File: config.mk
export PLATFORM = sky130hd
export DESIGN_NAME = alu_issue
export DESIGN_NICKNAME = d
export VERILOG_FILES = /design/src/rtl/alu_issue_pkg.sv /design/src/rtl/alu_issue_tagpipe.sv /design/src/rtl/alu_issue.sv
export SDC_FILE = /design/constraint.sdc
export NUM_CORES = 1
export LEC_CHECK = 0
export ABC_AREA = 1
export ABC_CLOCK_PERIOD_IN_PS = 4100
export CORE_AREA = 2 2 104 106
export DETAILED_ROUTE_END_ITERATION = 16
export DIE_AREA = 0 0 106 108
export HOLD_SLACK_MARGIN = 0.02
export MAX_ROUTING_LAYER = met4
export PLACE_DENSITY = 0.73
export SLEW_MARGIN = 0
export SYNTH_ARGS = -nofsm -noshare
export SYNTH_HDL_FRONTEND = slang
export SYNTH_SLANG_ARGS = --single-unit
export TNS_END_PERCENT = 10
File: constraint.sdc
create_clock -name clk -period 4.1 [get_ports clk]
set_input_delay 0.82 -clock clk [delete_from_list [all_inputs] [get_ports clk]]
set_output_delay 0.82 -clock clk [all_outputs]
set_load 0.005 [all_outputs]
File: src/rtl/alu_issue_pkg.sv
// alu_issue_pkg: shared encodings for the ALU issue stage.
//   - 3-bit instruction opcodes
//   - DSP48E2 OPMODE / ALUMODE / INMODE control constants
//   - decode_op(): opcode -> control word and source-usage mask
package alu_issue_pkg;

   typedef enum logic [2:0] {
      OP_NOP    = 3'b000,
      OP_ADD    = 3'b001,
      OP_SUB    = 3'b010,
      OP_MUL    = 3'b011,
      OP_MULADD = 3'b100,
      OP_MAC    = 3'b101,
      OP_PASSC  = 3'b110,
      OP_ILL    = 3'b111
   } op_e;

   localparam logic [6:0] OPM_AB_C = 7'b0110011;  // P = A:B + C
   localparam logic [6:0] OPM_M    = 7'b0000101;  // P = M
   localparam logic [6:0] OPM_M_C  = 7'b0110101;  // P = M + C
   localparam logic [6:0] OPM_M_P  = 7'b0100101;  // P = M + P (accumulate)
   localparam logic [6:0] OPM_C    = 7'b0110000;  // P = C
   localparam logic [6:0] OPM_HOLD = 7'b0100000;  // P = P, keeps the accumulator across bubbles

   localparam logic [3:0] ALU_ADD  = 4'b0000;
   localparam logic [3:0] ALU_ZSUB = 4'b0011;

   localparam logic [4:0] INMODE_A2B2 = 5'b00000;

   typedef struct packed {
      logic [6:0] opmode;
      logic [3:0] alumode;
      logic       usemult;
      logic       use_a;
      logic       use_b;
      logic       use_c;
      logic       is_nop;   // NOP or illegal: never stalls, never issues
   } dec_t;

   function automatic dec_t decode_op(input logic [2:0] op);
      dec_t d;
      d = '{opmode: OPM_HOLD, alumode: ALU_ADD, usemult: 1'b0,
            use_a: 1'b0, use_b: 1'b0, use_c: 1'b0, is_nop: 1'b1};
      case (op_e'(op))
         OP_ADD:    d = '{OPM_AB_C, ALU_ADD,  1'b0, 1'b1, 1'b1, 1'b1, 1'b0};
         OP_SUB:    d = '{OPM_AB_C, ALU_ZSUB, 1'b0, 1'b1, 1'b1, 1'b1, 1'b0};
         OP_MUL:    d = '{OPM_M,    ALU_ADD,  1'b1, 1'b1, 1'b1, 1'b0, 1'b0};
         OP_MULADD: d = '{OPM_M_C,  ALU_ADD,  1'b1, 1'b1, 1'b1, 1'b1, 1'b0};
         OP_MAC:    d = '{OPM_M_P,  ALU_ADD,  1'b1, 1'b1, 1'b1, 1'b0, 1'b0};
         OP_PASSC:  d = '{OPM_C,    ALU_ADD,  1'b0, 1'b0, 1'b0, 1'b1, 1'b0};
         default:   ;  // OP_NOP, OP_ILL keep the hold default
      endcase
      return d;
   endfunction

endpackage

File: src/rtl/alu_issue_tagpipe.sv
// alu_issue_tagpipe: LAT-deep delay line of {valid, addr} with async clear.
//   clk, rst        : clock, asynchronous active-high clear
//   in_valid_i/addr : tag entering at the issue handshake
//   out_valid_o/addr: the same tag LAT cycles after the handshake
// LAT must be at least 2.
module alu_issue_tagpipe #(
   parameter int LAT = 6,
   parameter int AW  = 5
) (
   input  logic          clk,
   input  logic          rst,
   input  logic          in_valid_i,
   input  logic [AW-1:0] in_addr_i,
   output logic          out_valid_o,
   output logic [AW-1:0] out_addr_o
);

   logic [LAT-1:0] valid_q, valid_d;
   logic [AW-1:0]  addr_q [LAT];
   logic [AW-1:0]  addr_d [LAT];

   always_comb begin
      valid_d   = {valid_q[LAT-2:0], in_valid_i};
      addr_d[0] = in_addr_i;
      for (int i = 1; i < LAT; i++) addr_d[i] = addr_q[i-1];
   end

   // NOTE: the address stages are cleared too, not just the valid bits, so
   // wb_addr_o reads zero after reset instead of stale in-flight addresses.
   always_ff @(posedge clk or posedge rst) begin
      if (rst) begin
         valid_q <= '0;
         for (int i = 0; i < LAT; i++) addr_q[i] <= '0;
      end else begin
         valid_q <= valid_d;
         for (int i = 0; i < LAT; i++) addr_q[i] <= addr_d[i];
      end
   end

   assign out_valid_o = valid_q[LAT-1];
   assign out_addr_o  = addr_q[LAT-1];

endmodule

File: src/rtl/alu_issue.sv
// alu_issue: issue/hazard stage in front of the DSP48E2 ALU of a PE.
//   instr_*      : valid/ready instruction stream (opcode, wb flag, rd, rsa/rsb/rsc)
//   ra_*_o       : registered regfile read addresses for A/B/C
//   opmode_o, alumode_o, inmode_o, usemult_o, cea2_o, ceb2_o : registered DSP controls
//   wb_valid_o, wb_addr_o : regfile write strobe, LAT cycles after issue
//   busy_o       : some register still has a result in flight
//   illegal_o    : one-cycle pulse when opcode 111 is accepted
module alu_issue
   import alu_issue_pkg::*;
#(
   parameter int NREG = 32,
   parameter int RA_W = 5,
   parameter int LAT  = 6
) (
   input  logic            clk,
   input  logic            rst,
   input  logic            instr_valid_i,
   output logic            instr_ready_o,
   input  logic [2:0]      instr_op_i,
   input  logic            instr_wb_i,
   input  logic [RA_W-1:0] instr_rd_i,
   input  logic [RA_W-1:0] instr_rsa_i,
   input  logic [RA_W-1:0] instr_rsb_i,
   input  logic [RA_W-1:0] instr_rsc_i,
   output logic [RA_W-1:0] ra_a_o,
   output logic [RA_W-1:0] ra_b_o,
   output logic [RA_W-1:0] ra_c_o,
   output logic [6:0]      opmode_o,
   output logic [3:0]      alumode_o,
   output logic [4:0]      inmode_o,
   output logic            usemult_o,
   output logic            cea2_o,
   output logic            ceb2_o,
   output logic            wb_valid_o,
   output logic [RA_W-1:0] wb_addr_o,
   output logic            busy_o,
   output logic            illegal_o
);

   dec_t            dec;
   logic            hazard, fire, issue, set_pend;
   logic [NREG-1:0] pending_q, pending_d;
   logic [RA_W-1:0] ra_a_q, ra_a_d, ra_b_q, ra_b_d, ra_c_q, ra_c_d;
   logic [6:0]      opmode_q, opmode_d;
   logic [3:0]      alumode_q, alumode_d;
   logic            usemult_q, usemult_d, ce_q, ce_d, illegal_q, illegal_d;

   // NOTE: every signal gets a default at the top of the block so no path
   // leaves it unassigned, which would otherwise infer a latch.
   always_comb begin
      dec = decode_op(instr_op_i);

      // Pending bits being cleared this cycle still stall: no bypass.
      hazard = !dec.is_nop &&
               ((dec.use_a && pending_q[instr_rsa_i]) ||
                (dec.use_b && pending_q[instr_rsb_i]) ||
                (dec.use_c && pending_q[instr_rsc_i]) ||
                (instr_wb_i && pending_q[instr_rd_i]));

      fire     = instr_valid_i && !hazard;
      issue    = fire && !dec.is_nop;
      set_pend = issue && instr_wb_i;

      // WAW stalls guarantee the set and clear never hit the same bit.
      pending_d = pending_q;
      if (wb_valid_o) pending_d[wb_addr_o] = 1'b0;
      if (set_pend)   pending_d[instr_rd_i] = 1'b1;

      ra_a_d    = issue ? instr_rsa_i : ra_a_q;
      ra_b_d    = issue ? instr_rsb_i : ra_b_q;
      ra_c_d    = issue ? instr_rsc_i : ra_c_q;
      opmode_d  = issue ? dec.opmode  : OPM_HOLD;
      alumode_d = issue ? dec.alumode : ALU_ADD;
      usemult_d = issue && dec.usemult;
      ce_d      = issue;
      illegal_d = fire && (op_e'(instr_op_i) == OP_ILL);
   end

   // NOTE: state is updated with non-blocking assignments only, so every flop
   // samples pre-edge values regardless of statement order.
   always_ff @(posedge clk or posedge rst) begin
      if (rst) begin
         pending_q <= '0;
         ra_a_q    <= '0;
         ra_b_q    <= '0;
         ra_c_q    <= '0;
         opmode_q  <= '0;
         alumode_q <= '0;
         usemult_q <= 1'b0;
         ce_q      <= 1'b0;
         illegal_q <= 1'b0;
      end else begin
         pending_q <= pending_d;
         ra_a_q    <= ra_a_d;
         ra_b_q    <= ra_b_d;
         ra_c_q    <= ra_c_d;
         opmode_q  <= opmode_d;
         alumode_q <= alumode_d;
         usemult_q <= usemult_d;
         ce_q      <= ce_d;
         illegal_q <= illegal_d;
      end
   end

   alu_issue_tagpipe #(.LAT(LAT), .AW(RA_W)) u_tagpipe (
      .clk         (clk),
      .rst         (rst),
      .in_valid_i  (set_pend),
      .in_addr_i   (instr_rd_i),
      .out_valid_o (wb_valid_o),
      .out_addr_o  (wb_addr_o)
   );

   assign instr_ready_o = !hazard;
   assign ra_a_o        = ra_a_q;
   assign ra_b_o        = ra_b_q;
   assign ra_c_o        = ra_c_q;
   assign opmode_o      = opmode_q;
   assign alumode_o     = alumode_q;
   assign inmode_o      = INMODE_A2B2;
   assign usemult_o     = usemult_q;
   assign cea2_o        = ce_q;
   assign ceb2_o        = ce_q;
   assign busy_o        = |pending_q;
   assign illegal_o     = illegal_q;

endmodule

==> flow_metrics.env, run 1 <==
export IMPL_grt_overflow=0
export IMPL_p_leak_nw=2.82
export IMPL_r2r_end="pending_q[12]$_DFF_PP0_"
export IMPL_diodes=0
export IMPL_cts_buffer_depth=2
export IMPL_multi_input_area_sq_um=2290
export IMPL_dr_wl_met2_mm=6.66
export IMPL_relSlewSlack_pct=14.8
export IMPL_ys_seq_area_share_pct=44.8
export IMPL_clkTransAtPathRegs_ns=0.08
export IMPL_critical_path_class="input pin to output pin"
export IMPL_gp_congestion=0.940
export IMPL_reg2reg_slack_ns=1.65
export IMPL_min_period_ns=3.88
export IMPL_cp_max_fo=16
export IMPL_routed_top_layer="met4"
export IMPL_rows=37
export IMPL_dpl_instance_area_sq_um=5770
export IMPL_final_common_cell="nand2_1"
export IMPL_drt_initial_drc_count=429
export IMPL_htreeDepth=3
export IMPL_fmax_ghz=0.258
export IMPL_layout_area_seq_sq_um=2280
export IMPL_seq_power_share_pct=46.6
export IMPL_ys_warn_count=0
export IMPL_avgViaCountPerCell=5.43
export IMPL_synth_distinct_cells=29
export IMPL_worst_pin_slew_ns=1.27
export IMPL_drt_wl_total_mm=14.4
export IMPL_fin_cells=852
export IMPL_dr_pass1_iters=5
export IMPL_period_share_pct=94.7
export IMPL_drive_above_1_share_pct=11.7
export IMPL_outcome="finished, final reports clean"
export IMPL_hp_class="flip-flop to flip-flop"
export IMPL_cp_start_kind="input pin"
export IMPL_synthCells=643
export IMPL_final_cell_area_sq_um=6000
export IMPL_core_area_sq_um=10200
export IMPL_wire_per_inst_microns=16.9
export IMPL_numCtsBuffers=9
export IMPL_root_buffer="clkbuf_8"
export IMPL_peakVddDrop_mv=0.260
export IMPL_cts_tree="done"
export IMPL_crit_path_start="instr_rsa_i[0]"
export IMPL_ant_nets=0
export IMPL_die_y_microns=108
export IMPL_reg2reg_depth=13
export IMPL_fp_dieW_microns=106
export IMPL_clock_skew_ns=0.0110
export IMPL_rsz0062_at_grt="false"
export IMPL_grt_first_pass_wirelength_mm=23.4
export IMPL_utilization_pct=58.6
export IMPL_cp_data_required_time_ns=3.28
export IMPL_clock_latency_ns=0.36
export IMPL_switching_share_pct=30.4
export IMPL_clock_sinks=91
export IMPL_tns_ns=0
export IMPL_p_sw_mw=0.716
export IMPL_p_per_area_nw_per_um2=392
export IMPL_vias=4627
export IMPL_setup_viol=0
export IMPL_area_delta_synth_final_pct=18.1
export IMPL_final_cell_mix="nand2_1, dfrtp_1, nand3_1"
export IMPL_hold_viol_final=0
export IMPL_pin_count=70
export IMPL_synth_area_sq_um=5080
export IMPL_nNetsFinal=738
export IMPL_crit_arrival_ns=3.06
export IMPL_ys_ff_latch=91
export IMPL_die_area_sq_um=11400
export IMPL_intPower_mw=1.64
export IMPL_grt_total_usage_pct=27.6
export IMPL_endpoint="instr_ready_o"
export IMPL_dpl_hpwl_mm=10.6
export IMPL_portBuffers=60
export IMPL_dp_cells=836
export IMPL_dr_wl_met3_microns=876
export IMPL_endpoint_kind="output pin"
export IMPL_antenna_found_initial=0
export IMPL_timing_rr_start="pending_q[22]$_DFF_PP0_"
export IMPL_fillers=948
export IMPL_max_cap_violations=0
export IMPL_clockPowerShare_pct=29.1
export IMPL_wl_met1_mm=6.52
export IMPL_grt_max_degree=37
export IMPL_combPwrFrac_pct=24.3
export IMPL_start_util_pct=49.7
export IMPL_postCtsSetupBuffers=0
export IMPL_timing_final_max_slew_violations=0
export IMPL_first_global_vias=4439
export IMPL_drc=0
export IMPL_synth_area_per_cell_sq_um=7.90
cell type report:
class,instances,area share (%)
timing repair buffer,84,13.2
tap,136,2.84
clock inverter,5,1.42
inverter,63,4.09
sequential,91,38.0
clock buffer,11,2.36
multi-input combinational,462,38.1
logic make-up (layout without fill, tap and decap cells):
logic type	Yosys count	in the layout	synth area share (%)
flip-flops	91	91	44.8
other	1	9	0.0738
buffers and inverters	98	163	10.8
AO/OA/AOI/OAI	101	101	14.3
AND/OR/NAND/NOR	352	352	30.0
power groups by stage:
| stage | Combinational [mW] | Clock [mW] | Sequential (mW) |
|---|---|---|---|
| after floorplan | 0.350 | 0 | 1.08 |
| after global placement | 0.565 | 0 | 1.11 |
| after detailed placement | 0.570 | 0 | 1.11 |
| after CTS | 0.572 | 0.699 | 1.09 |
| after global routing | 0.638 | 0.737 | 1.11 |
| final | 0.572 | 0.684 | 1.10 |
synthesized netlist by cell type, drive strengths merged:
library cell / number / area (sq um)
nand3: 88 / 453
buf: 35 / 303
a21boi: 4 / 30.0
inv: 60 / 228
a21oi: 34 / 181
or3: 1 / 6.26
conb: 1 / 3.75
nor4: 6 / 37.5
o21bai: 33 / 323
nor2: 15 / 71.3
nand4: 2 / 27.5
nor3: 22 / 110
nand2: 218 / 821
dfrtp: 91 / 2280
o21ai: 30 / 191
clkinv: 3 / 16.3
worst min-delay path by stage:
| stage | start | to | slack, ns | cells past startpoint |
|---|---|---|---|---|
| after detailed placement | u_tagpipe.valid_q[0]$_DFF_PP0_ | u_tagpipe.valid_q[1]$_DFF_PP0_ | 0.33 | 0 |
| after CTS | u_tagpipe.valid_q[0]$_DFF_PP0_ | u_tagpipe.valid_q[1]$_DFF_PP0_ | 0.36 | 0 |
| after global placement | u_tagpipe.valid_q[0]$_DFF_PP0_ | u_tagpipe.valid_q[1]$_DFF_PP0_ | 0.33 | 0 |
| after global routing | u_tagpipe.addr_d[10]$_DFF_PP0_ | u_tagpipe.addr_d[5]$_DFF_PP0_ | 0.36 | 0 |
| after floorplan | u_tagpipe.addr_d[5]$_DFF_PP0_ | u_tagpipe.addr_d[0]$_DFF_PP0_ | 0.33 | 0 |
| final | u_tagpipe.addr_d[10]$_DFF_PP0_ | u_tagpipe.addr_d[5]$_DFF_PP0_ | 0.35 | 0 |
through the flow:
stage | hold slack [ns] | setup WS [ns] | power (mW)
after floorplan | 0.331 | 0.916 | 1.43
after global routing | 0.362 | 0.0257 | 2.49
after global placement | 0.333 | 0.201 | 1.67
after detailed placement | 0.335 | 0.152 | 1.68
final | 0.353 | 0.219 | 2.35
after CTS | 0.356 | 0.153 | 2.37
worst max-delay path: stages:
cell	delay [ns]
clkdlybuf4s50_1	0.53
buf_4	0.25
nand2_1	0.08
nand3_1	0.08
nand2_1	0.11
nand2_1	0.08
nand3_1	0.07
nand3_1	0.07
nand2_1	0.05
nand2_1	0.05
nand2_1	0.11
o21ai_1	0.20
clkdlybuf4s50_1	0.54
registers in the layout, indices dropped and copies added, names as in the netlist:
signal	flops
illegal_o	1
ra_c_o	5
opmode_o	5
cea2_o	1
ra_a_o	5
u_tagpipe.addr_d	25
u_tagpipe.out_addr_o	5
alumode_o	1
pending_q	32
u_tagpipe.valid_q	6
ra_b_o	5
metal layers:
layer  up-vias  global-route usage, %
li1       2213                      -
met1      2185                   37.0
met2       196                   42.6
met3        33                   4.76
met4         0                   9.59
met5         -                      -
repair_timing:
action / in CTS / in global routing
resized for setup: 0 / 1
setup endpoints to repair: 0 / 1
hold buffers: 0 / 0
(Power assumes the default switching activity.)
==> run 2: changes to the inputs <==
- CORE_AREA: 2 2 104 106 -> 2 2 94 118
- DIE_AREA: 0 0 106 108 -> 0 0 96 120
- PLACE_DENSITY: 0.73 -> 0.72
==> run 2 against run 1 <==
- sequential power about the same
- clock power up 13%
- non-clock buffer count up 2
- power up 4.3%
- worst setup slack better by 0.011 ns
- sequential share of layout area down 0.42 points
- first-iteration DRC count down 24%
- design area up 1.1%
==> flow_metrics.env, run 2 (synthesis results as in run 1) <==
export IMPL_final_cell_mix="nand2_1, dfrtp_1, nand3_1"
export IMPL_reg2reg_depth=13
export IMPL_crit_path_start="instr_rd_i[0]"
export IMPL_endpoint_kind="output pin"
export IMPL_multi_input_area_sq_um=2290
export IMPL_hold_end="u_tagpipe.valid_q[3]$_DFF_PP0_"
export IMPL_clock_sinks=91
export IMPL_drt_wl_total_mm=14.4
export IMPL_tns_ns=0
export IMPL_path_cells="clkdlybuf4s50_1, buf_12, nand2_1, nor2_1, a21oi_1, nand2_1, nand2_1, nand2_1, nor2_1, nand2_1, nand2_1, nand2_2, o21ai_1, clkdlybuf4s50_1"
export IMPL_dr_pass1_iters=5
export IMPL_clock_skew_ns=0.00837
export IMPL_portBuffers=60
export IMPL_crit_path_top_delay_cell="clkdlybuf4s50_1"
export IMPL_nNetsFinal=740
export IMPL_root_buffer="clkbuf_16"
export IMPL_hold_path_depth=0
export IMPL_area_delta_synth_final_pct=19.4
export IMPL_seq_power_share_pct=45.2
export IMPL_gp_congestion=1.07
export IMPL_path_buf_inv=3
export IMPL_clockPowerShare_pct=31.4
export IMPL_start_util_pct=48.6
export IMPL_p_sw_mw=0.731
export IMPL_setup_viol=0
export IMPL_hp_start="u_tagpipe.valid_q[2]$_DFF_PP0_"
export IMPL_timing_rr_start="pending_q[27]$_DFF_PP0_"
export IMPL_cts_tree="done"
export IMPL_relSlewSlack_pct=6.58
export IMPL_final_common_cell="nand2_1"
export IMPL_hp_class="flip-flop to flip-flop"
export IMPL_die_area_sq_um=11500
export IMPL_rsz0062_at_grt="false"
export IMPL_drc=0
export IMPL_drive_above_1_share_pct=11.8
export IMPL_p_per_area_nw_per_um2=405
export IMPL_clkTransAtPathRegs_ns=0.06
export IMPL_cp_data_required_time_ns=3.28
export IMPL_fp_dieW_microns=96
export IMPL_numCtsBuffers=9
export IMPL_cp_start_kind="input pin"
export IMPL_cp_max_fo=29
export IMPL_fillers=979
export IMPL_hold_viol_final=0
export IMPL_switching_share_pct=29.8
export IMPL_r2r_end="pending_q[26]$_DFF_PP0_"
export IMPL_grt_total_usage_pct=27.2
export IMPL_crit_path_frequent_cell="nand2_1"
export IMPL_outcome="finished, final reports clean"
export IMPL_drt_initial_drc_count=327
export IMPL_wire_per_inst_microns=17.0
export IMPL_period_share_pct=94.4
export IMPL_vias=4737
export IMPL_reg2reg_slack_ns=1.51
export IMPL_worst_pin_slew_ns=1.39
export IMPL_pin_count=70
export IMPL_min_period_ns=3.87
export IMPL_cts_buffer_depth=2
export IMPL_dpl_hpwl_mm=10.8
export IMPL_layout_area_seq_sq_um=2280
export IMPL_critical_path_class="input pin to output pin"
export IMPL_grt_first_pass_wirelength_mm=23.1
export IMPL_rows=42
export IMPL_clock_latency_ns=0.34
export IMPL_grt_max_degree=58
export IMPL_peakVddDrop_mv=0.258
export IMPL_critPathTopFamily="buffers and inverters"
export IMPL_p_leak_nw=2.85
export IMPL_timing_final_max_slew_violations=0
export IMPL_grt_overflow=0
export IMPL_diodes=0
export IMPL_max_cap_violations=0
export IMPL_largest_reg_flops=32
export IMPL_combPwrFrac_pct=23.4
export IMPL_top_register="pending_q"
export IMPL_crit_arrival_ns=3.05
export IMPL_intPower_mw=1.72
export IMPL_utilization_pct=58.0
export IMPL_antenna_found_initial=0
export IMPL_fmax_ghz=0.258
export IMPL_ant_nets=0
export IMPL_htreeDepth=3
export IMPL_core_area_sq_um=10500
export IMPL_die_y_microns=120
export IMPL_cpPeakStageDelay_ns=0.54
export IMPL_first_global_vias=4556
export IMPL_avgViaCountPerCell=5.57
## run 2: changes by cell type in the layout (fill, tap and decap cells not counted), sizes merged
cell,delta
buf,+2
bufinv,-2
clkbuf,+2
clkinv,-1
clkinvlp,+2
inv,-1
## run 2: layout make-up
cell class                      instances  area share [%]
Tap cell                              132            2.72
Multi-Input combinational cell        462            37.7
Inverter                               63            4.04
Sequential cell                        91            37.5
Timing Repair Buffer                   86            13.3
Clock buffer                           13            4.29
Clock inverter                          3           0.371
## run 2: worst max-delay path by stage
stage / end / slack [ns] / depth (start not counted)
floorplan: alumode_o[0]$_DFF_PP0_ / 0.92 / 1
global placement: instr_ready_o / 0.18 / 14
detailed placement: instr_ready_o / 0.14 / 14
CTS: instr_ready_o / 0.14 / 14
global route: instr_ready_o / 0.01 / 14
finish: instr_ready_o / 0.23 / 14
## run 2: metal layers
layer  up-vias  track usage (%)  part of all wire (%)
li1       2218                -                     -
met1      2220             32.1                    39
met2       233             42.7                    49
met3        66             4.33                   6.3
met4         0             17.3                   6.1
met5         -                -                     0
## run 2: power groups by stage
| stage | registers, mW | logic [mW] | clock network [mW] |
|---|---|---|---|
| after CTS | 1.10 | 0.576 | 0.787 |
| final | 1.11 | 0.575 | 0.771 |
| after global routing | 1.12 | 0.647 | 0.820 |
| after global placement | 1.12 | 0.563 | 0 |
| after detailed placement | 1.12 | 0.574 | 0 |
| after floorplan | 1.08 | 0.350 | 0 |
## run 2: what timing repair did
item                       4_1_cts  5_1_grt
hold buffers                     0        0
resized for setup                0        1
buffers inserted                 0        0
setup endpoints to repair        0        1
## run 2: per-stage QoR
step                      hold slack, ns  total power [mW]  cells  setup WS [ns]  instance area [sq um]
after floorplan                    0.331              1.43    651          0.916                   5110
after CTS                          0.349              2.47    850          0.144                   6060
after detailed placement           0.335              1.69    834          0.145                   5780
final                              0.349              2.45    850          0.230                   6060
after global placement             0.335              1.68    834          0.183                   5780
after global routing               0.353              2.58    850         0.0104                   6060
